--- config.mk ---
export PLATFORM = sky130hd
export DESIGN_NAME = nibble_serial_adder
export DESIGN_NICKNAME = d
export VERILOG_FILES = /design/src/rtl/nibble_serial_adder.sv
export SDC_FILE = /design/constraint.sdc
export NUM_CORES = 1
export LEC_CHECK = 0
export ABC_AREA = 1
export CORE_MARGIN = 2
export CORE_UTILIZATION = 49
export CTS_CLUSTER_SIZE = 14
export DETAILED_ROUTE_END_ITERATION = 6
export GPL_TIMING_DRIVEN = 0
export PLACE_DENSITY = 0.76
export SLEW_MARGIN = 20
export SYNTH_ARGS = -nofsm -noshare
export SYNTH_HDL_FRONTEND = slang
export SYNTH_SLANG_ARGS = --single-unit
export TNS_END_PERCENT = 20
--- constraint.sdc ---
create_clock -name clk -period 2.1 [get_ports clk]
set_clock_uncertainty 0.2 [all_clocks]
set_input_delay 0.315 -clock clk [delete_from_list [all_inputs] [get_ports clk]]
set_output_delay 0.315 -clock clk [all_outputs]
set_load 0.005 [all_outputs]
--- src/rtl/nibble_serial_adder.sv ---
// Serial wide adder: feeds an external 4-bit full adder one nibble per clock and
// assembles the wide sum. Optional signed-overflow flag via `OVERFLOW_FLAG_EN.
module nibble_serial_adder #(
  parameter int NIBBLES = 4,
  localparam int W      = 4 * NIBBLES
) (
  input  logic         clk,
  input  logic         rst,
  input  logic         start,
  input  logic [W-1:0] a_in,
  input  logic [W-1:0] b_in,
  input  logic         cin_in,
  output logic         busy,
  output logic         done,
  output logic [W-1:0] result,
  output logic         cout,
`ifdef OVERFLOW_FLAG_EN
  output logic         ovf,
`endif
  output logic [3:0]   add_a,
  output logic [3:0]   add_b,
  output logic         add_cin,
  input  logic [3:0]   add_sum,
  input  logic         add_carry
);

  localparam int CW = (NIBBLES > 1) ? $clog2(NIBBLES) : 1;

  typedef enum logic [1:0] {IDLE, RUN, DONE} state_e;

  state_e        state_q;
  logic [W-1:0]  a_q, b_q, result_q;
  logic          carry_q, cout_q;
  logic [CW-1:0] cnt_q;
  logic          last_nib;
`ifdef OVERFLOW_FLAG_EN
  logic          ovf_q;
`endif

  assign last_nib = (cnt_q == CW'(NIBBLES - 1));

  always_ff @(posedge clk or posedge rst) begin
    if (rst) begin
      state_q  <= IDLE;
      a_q      <= '0;
      b_q      <= '0;
      result_q <= '0;
      carry_q  <= 1'b0;
      cout_q   <= 1'b0;
      cnt_q    <= '0;
`ifdef OVERFLOW_FLAG_EN
      ovf_q    <= 1'b0;
`endif
    end else begin
      case (state_q)
        IDLE: if (start) begin
          a_q      <= a_in;
          b_q      <= b_in;
          carry_q  <= cin_in;
          result_q <= '0;
          cnt_q    <= '0;
          state_q  <= RUN;
        end
        RUN: begin
          for (int i = 0; i < NIBBLES; i++)
            if (cnt_q == CW'(i)) result_q[i*4 +: 4] <= add_sum;
          carry_q <= add_carry;
          a_q     <= a_q >> 4;
          b_q     <= b_q >> 4;
          cnt_q   <= cnt_q + 1'b1;
          if (last_nib) begin
            cout_q  <= add_carry;
`ifdef OVERFLOW_FLAG_EN
            // Low nibble of the shift regs is the most significant pair here.
            ovf_q   <= (a_q[3] == b_q[3]) && (add_sum[3] != a_q[3]);
`endif
            state_q <= DONE;
          end
        end
        DONE:    state_q <= IDLE;
        default: state_q <= IDLE;
      endcase
    end
  end

  // Adder operands come only from registers and are gated to zero outside RUN.
  assign add_a   = (state_q == RUN) ? a_q[3:0] : 4'h0;
  assign add_b   = (state_q == RUN) ? b_q[3:0] : 4'h0;
  assign add_cin = (state_q == RUN) ? carry_q  : 1'b0;

  assign busy   = (state_q != IDLE);
  assign done   = (state_q == DONE);
  assign result = result_q;
  assign cout   = cout_q;
`ifdef OVERFLOW_FLAG_EN
  assign ovf    = ovf_q;
`endif

endmodule

==> summary.txt <==
Outcome
  – Outcome: finished, final reports clean

Final layout
  – Area Growth Syn to Fin: 34.8%
  – Final instance area: 3650 um^2
  – FF+latch area: 1350 um^2
  – Post-Layout Cell Count: 501
  – Final net count: 474
  – Most common cell after layout, fill and taps aside: nand3_1
  – Layout cell share with drive strength beyond 1: roughly 9%
  – Antenna diodes: 0
  – Most frequent cells in the layout: 98 x nand3_1, 82 x nand2_1, 60 x clkdlybuf4s50_1
  – Multi-input gate area: 1090 um^2
  – Fillers: 475

Power and ir drop
  – Power per cell area: 1340 nW/um^2
  – Gate power share: 53.3%
  – Net switching power figure: around 2.0 mW
  – Pwr Total: 4.90 mW
  – Clock network power share: about 11%
  – Worst IR Drop VDD: 0.000587 V
  – Switching share of power: 41.1%
  – Flop pwr share: 35.3%
  – Leakage: 1.98 nW
  – Internal power: 2.89 mW

GRT
  – GRT overflow: 0
  – Gr usage total: 23.7%
  – Pin count of the biggest net entering global routing: 55
  – Initial antenna violation count: 0
  – Wire length of the first global-routing pass: 11.4 mm
  – Vias in the first global route: 2450

Yosys
  – Yosys top cell by area: dfrtp_1
  – Synthesized instance count: about 350
  – Top post-synthesis cells by area: dfrtp_1 50%, nand3_1 18%, nand2_1 11%
  – Register bit total from synthesis: 54
  – Seq/Total Area, Yosys: 49.9%
  – Syn avg cell area: 7.71 um^2
  – Post-Syn Area: around 2700 um^2
  – Syn Nets: 396
  – Syn. warnings: 0
  – Netlist cell types: 15
  – Yosys top cell area share: between 40% and 50%

Place
  – Inst Count DP: 490
  – DP Area: around 3500 um^2
  – Final HPWL DP: between 4 and 5 mm
  – GP Congestion: ~0.84
  – Buffers on Ports: 67

Timing
  – RSZ-0062 raised after global routing: yes
  – Final hold vios: 0
  – Final setup fails: 0
  – Hold_ws: 0.172 ns
  – Minimum clock period: 2.07 ns
  – Setup TNS: 0 ns
  – Count of final max-slew check failures: 0
  – Period utilization: between 90 and 100%
  – Tightest Pin Transition: around 0.65 ns
  – Max Freq: a little under 500 MHz
  – Relative slew slack: between 50% and 60%

Die
  – Die X: 78.3 um
  – Row count: 27
  – DIE AREA: about 6100 um^2
  – Chip height: 78.3 um
  – Core ar.: 5410 um^2
  – Starting density of the core: 50.1%
  – Io pins: 69

Drt
  – Drt drc: 0
  – Initial DRC Count: 228
  – DR pass1 iterations: 4
  – Antenna-violating nets left: 0
  – DRT Wirelength: 6.77 mm
  – Via count: about 2600
  – Detailed-route wire length per cell: 13.5 um
  – Vias per cell: about 5.2

Clock tree
  – Worst-case clock buffer depth: 2
  – CTS Sinks: 54
  – CTS tree: built
  – H-tree levels: 2
  – Clock Root Buffer: clkbuf_8
  – Clock transition at path regs: 0.09 ns
  – Clock latency on the worst-skew pair: about 0.3 ns
  – CTS Buf Count: 5

Critical path
  – Worst EP required: 1.58 ns
  – Critical path class: reg -> out
  – Data arrival, critical path: 1.55 ns
  – Max FO, Critical Path: 14
  – CP endpoint kind: primary output
  – Critical Path Source Type: register

Min path
  – Min-Delay Path Class: in -> reg

Job
  – Max_cap viols: 0
## registers in the layout, summed over array words and instances (netlist names)
name and count:
state_q 2, cnt_q 2, carry_q 1, b_q 16, result 16, a_q 16
cout 1
## synthesized netlist by cell type
master,n
nand2_2,2
nand3_1,98
o21ai_0,1
nor2_1,10
o21ai_1,2
buf_2,16
inv_1,51
nand4_1,21
nor2_2,1
buf_1,3
inv_2,3
nand2_1,82
clkbuf_1,3
ha_1,4
dfrtp_1,54
## worst paths after layout
kind / startpoint / to / depth (start not counted) / slack [ns]
max in group asynchronous: rst / cnt_q[1]$_DFFE_PP0P_ / 2 / 1.01
setup / recovery: state_q[1]$_DFFE_PP0P_ / add_a[2] / 4 / 0.03
min in group asynchronous: rst / result[7]$_DFFE_PP0P_ / 2 / 0.26
setup reg to reg: state_q[1]$_DFFE_PP0P_ / a_q[2]$_DFFE_PP0P_ / 7 / 0.33
hold reg to reg: b_q[14]$_DFFE_PP0P_ / b_q[10]$_DFFE_PP0P_ / 2 / 0.30
hold / removal: start / b_q[5]$_DFFE_PP0P_ / 3 / 0.17
## per-layer routing
layer | routed length [um] | global-route usage [%]
met2 | 3050 | 35.6
met4 | 88 | 7.19
met5 | 0 | 0
met1 | 3190 | 35.1
met3 | 434 | 4.25
## cell families after synthesis
family	Yosys count	synth area share, %
and+or+nand+nor	214	36.4
buffers and inverters	76	11.3
DFF	54	49.9
adders and majority gates	4	1.85
AOI/OAI and AO/OA	3	0.554
## layout make-up
class | instances | share of cell area [%]
Sequential cell | 54 | 37.0
Multi-Input combinational cell | 221 | 29.8
Timing Repair Buffer | 73 | 20.0
Inverter | 54 | 5.69
Buffer | 20 | 2.91
Tap cell | 72 | 2.47
Clock buffer | 7 | 2.09
## power groups by stage
stage | Sequential (mW) | Combinational [mW] | Clock [mW]
floorplan | 1.71 | 1.53 | 0
global placement | 1.73 | 2.42 | 0
detailed placement | 1.74 | 2.50 | 0
CTS | 1.73 | 2.57 | 0.557
global route | 1.79 | 2.97 | 0.594
finish | 1.73 | 2.61 | 0.557
## stage by stage
step	utilization, %	setup WS [ns]
after global routing	67.5	-0.0435
after global placement	64.2	-0.736
final	67.5	0.0312
after CTS	66.3	0.00344
after detailed placement	64.2	-0.000541
after floorplan	-	0.270
## worst max-delay path: stages (launching register included)
cell and delay [ns]:
dfrtp_1 0.43, inv_4 0.11, nand2_8 0.10, nor2_1 0.10, clkdlybuf4s50_1 0.50
## repair_timing
item | CTS | global route
pin swaps | 0 | 1
resized for setup | 10 | 12
cloned | 0 | 0
setup buffers | 2 | 4
setup endpoints to repair | 10 | 10
hold buffers | 0 | 0
(Power assumes the default switching activity.)
==> variant: new RTL, same settings <==
Change the parameter `NIBBLES` from 4 to 2.
--- a/src/rtl/nibble_serial_adder.sv
+++ b/src/rtl/nibble_serial_adder.sv
@@ -3,3 +3,3 @@
 module nibble_serial_adder #(
-  parameter int NIBBLES = 4,
+  parameter int NIBBLES = 2,
   localparam int W      = 4 * NIBBLES
Interface: changed (resized a_in, b_in and result); port bits go from 69 to 45. The function was not compared with the original's and may differ.
==> variant against the unedited design <==
Die area decreased by 48%; area after synthesis fell by 50%; maximum frequency down 0.53%; sequential cell count fell by 25; register-to-register slack better by 20 ps; wire length decreased by 50%; design area is 46% lower; total power shrank 46%; sequential share of layout area down 0.071 points; worst setup slack lost 11 ps; largest cell class unchanged; largest power group unchanged; highest routed layer unchanged.
==> variant: results (changes against the unedited design) <==
status: "completed"
drt_iter0_markers: 44  # -81%
clkTransAtPathRegs_ps: 100
cts_buffers: 5  # unchanged
ys_warn_count: 0  # unchanged
final_layout_size_suffix_gt1_share_pct: 10.39  # +1.5 points
crit_fanout: 18  # +4
insertedDiodeCount: 0  # unchanged
root_buffer: "clkbuf_4"
port_buffers: 44  # -34%
reg2reg_depth: 6  # -1
wl_per_cell_um: 13.01  # -3.7%
place_area_mm2: 0.001839  # -47%
async_reset_ff_share_pct: 100.0  # unchanged
relSlewSlack_pct: 60.13  # +3.5 points
grt_pass1_wl_um: 5747  # -50%
dp.cells: 252  # -49%
p_leak_uw: 0.001112  # -44%
dp_slack_ps: 117.5  # +118.0 ps
synth_cell_type_count: 11  # -4
cts_buffer_depth: 2  # unchanged
hpwl_um: 2440  # -50%
ir_drop_mv: 0.9371  # +60%
grt_start_max_net_pins: 30  # -45%
reg2reg_to: "cnt_q"
hold_slack_ps: 162.0  # -10.25 ps
grt_antenna_before_repair: 0  # unchanged
synth_area_per_cell_um2: 7.684  # -0.39%
worst_path_dominant_cell_family: "buffers and inverters"
synth_nets: 202  # -49%
timing.rr.start: "state_q[1]"
num_vias: 1321  # -49%
cp.arrival_ps: 1560
r2r_slack_ps: 350  # +20 ps
track_usage_pct: 23.11  # -0.54 points
fillers: 226  # -52%
fin_nets: 255  # -46%
synthTopCellsByCount: "nand2_1, nand3_1, dfrtp_1"
yosysSeqAreaShare_pct: 53.36  # +3.5 points
synth_area_leaders: "dfrtp_1, nand2_1, nand3_1, inv_1, nor2_1"
min_path_type: "in2async"
max_stage_delay_ps: 510
drt-pass1-iter-count: 4  # unchanged
htreeDepth: 2  # unchanged
clkLatencyLatePin_ps: 320  # +20 ps
cpMaxStageDelayCell: "clkdlybuf4s50_1"
place_congestion: 0.8186  # -2.5%
wl_um: 3408  # -50%
variant: area by class of cell:
type                       instances  area [um2]  share of cell area (%)
tap                               31       38.79                   1.976
clock buffer                       7       65.06                   3.314
sequential                        29       725.7                   36.97
clock inverter                     1       5.005                  0.2549
inverter                          16       60.06                   3.059
multi-input combinational        125       553.0                   28.17
timing repair buffer              48       481.7                   24.54
buffer                             5       33.78                   1.721
variant: metal layers:
layer / wire length [um] / up-vias / share of wire [%] / global-route usage [%]
met4: 44 / 0 / 1.3 / 7.143
met1: 1356 / 599 / 40 / 28.10
met2: 1743 / 53 / 51 / 39.87
met5: 0 / - / 0 / 0
met3: 264 / 5 / 7.7 / 5.991
li1: - / 664 / - / -
variant: how the worst max path moves through the flow:
stage | from | cells after the start | to | slack (ps)
after CTS | state_q[0] | 4 | add_b[1] | 10
after floorplan | state_q[1] | 4 | add_a[0] | 710
after global placement | state_q[1] | 5 | add_b[1] | 130
after global routing | state_q[1] | 4 | add_a[3] | -30
final | state_q[1] | 4 | add_b[2] | 20
after detailed placement | state_q[1] | 5 | add_b[1] | 120
variant: what timing repair did:
item	in CTS	in global routing
setup buffers	2	2
gates resized for setup	4	7
pin swaps	0	1
endpoints found under the setup margin	10	10
variant: cell families after synthesis:
kind of cell / after synthesis / share of synthesized area, %
AO/OA/AOI/OAI: 1 / 0.3676
buffers and inverters: 23 / 7.176
AND/OR/NAND/NOR: 124 / 39.10
flip-flops: 29 / 53.36
variant: power breakdown:
part	total, uW	switching (uW)	internal (uW)	leakage (uW)
Combinational	1320	719	605	0.000697
Clock	392	198	194	0.0000413
Sequential	938	142	797	0.000373
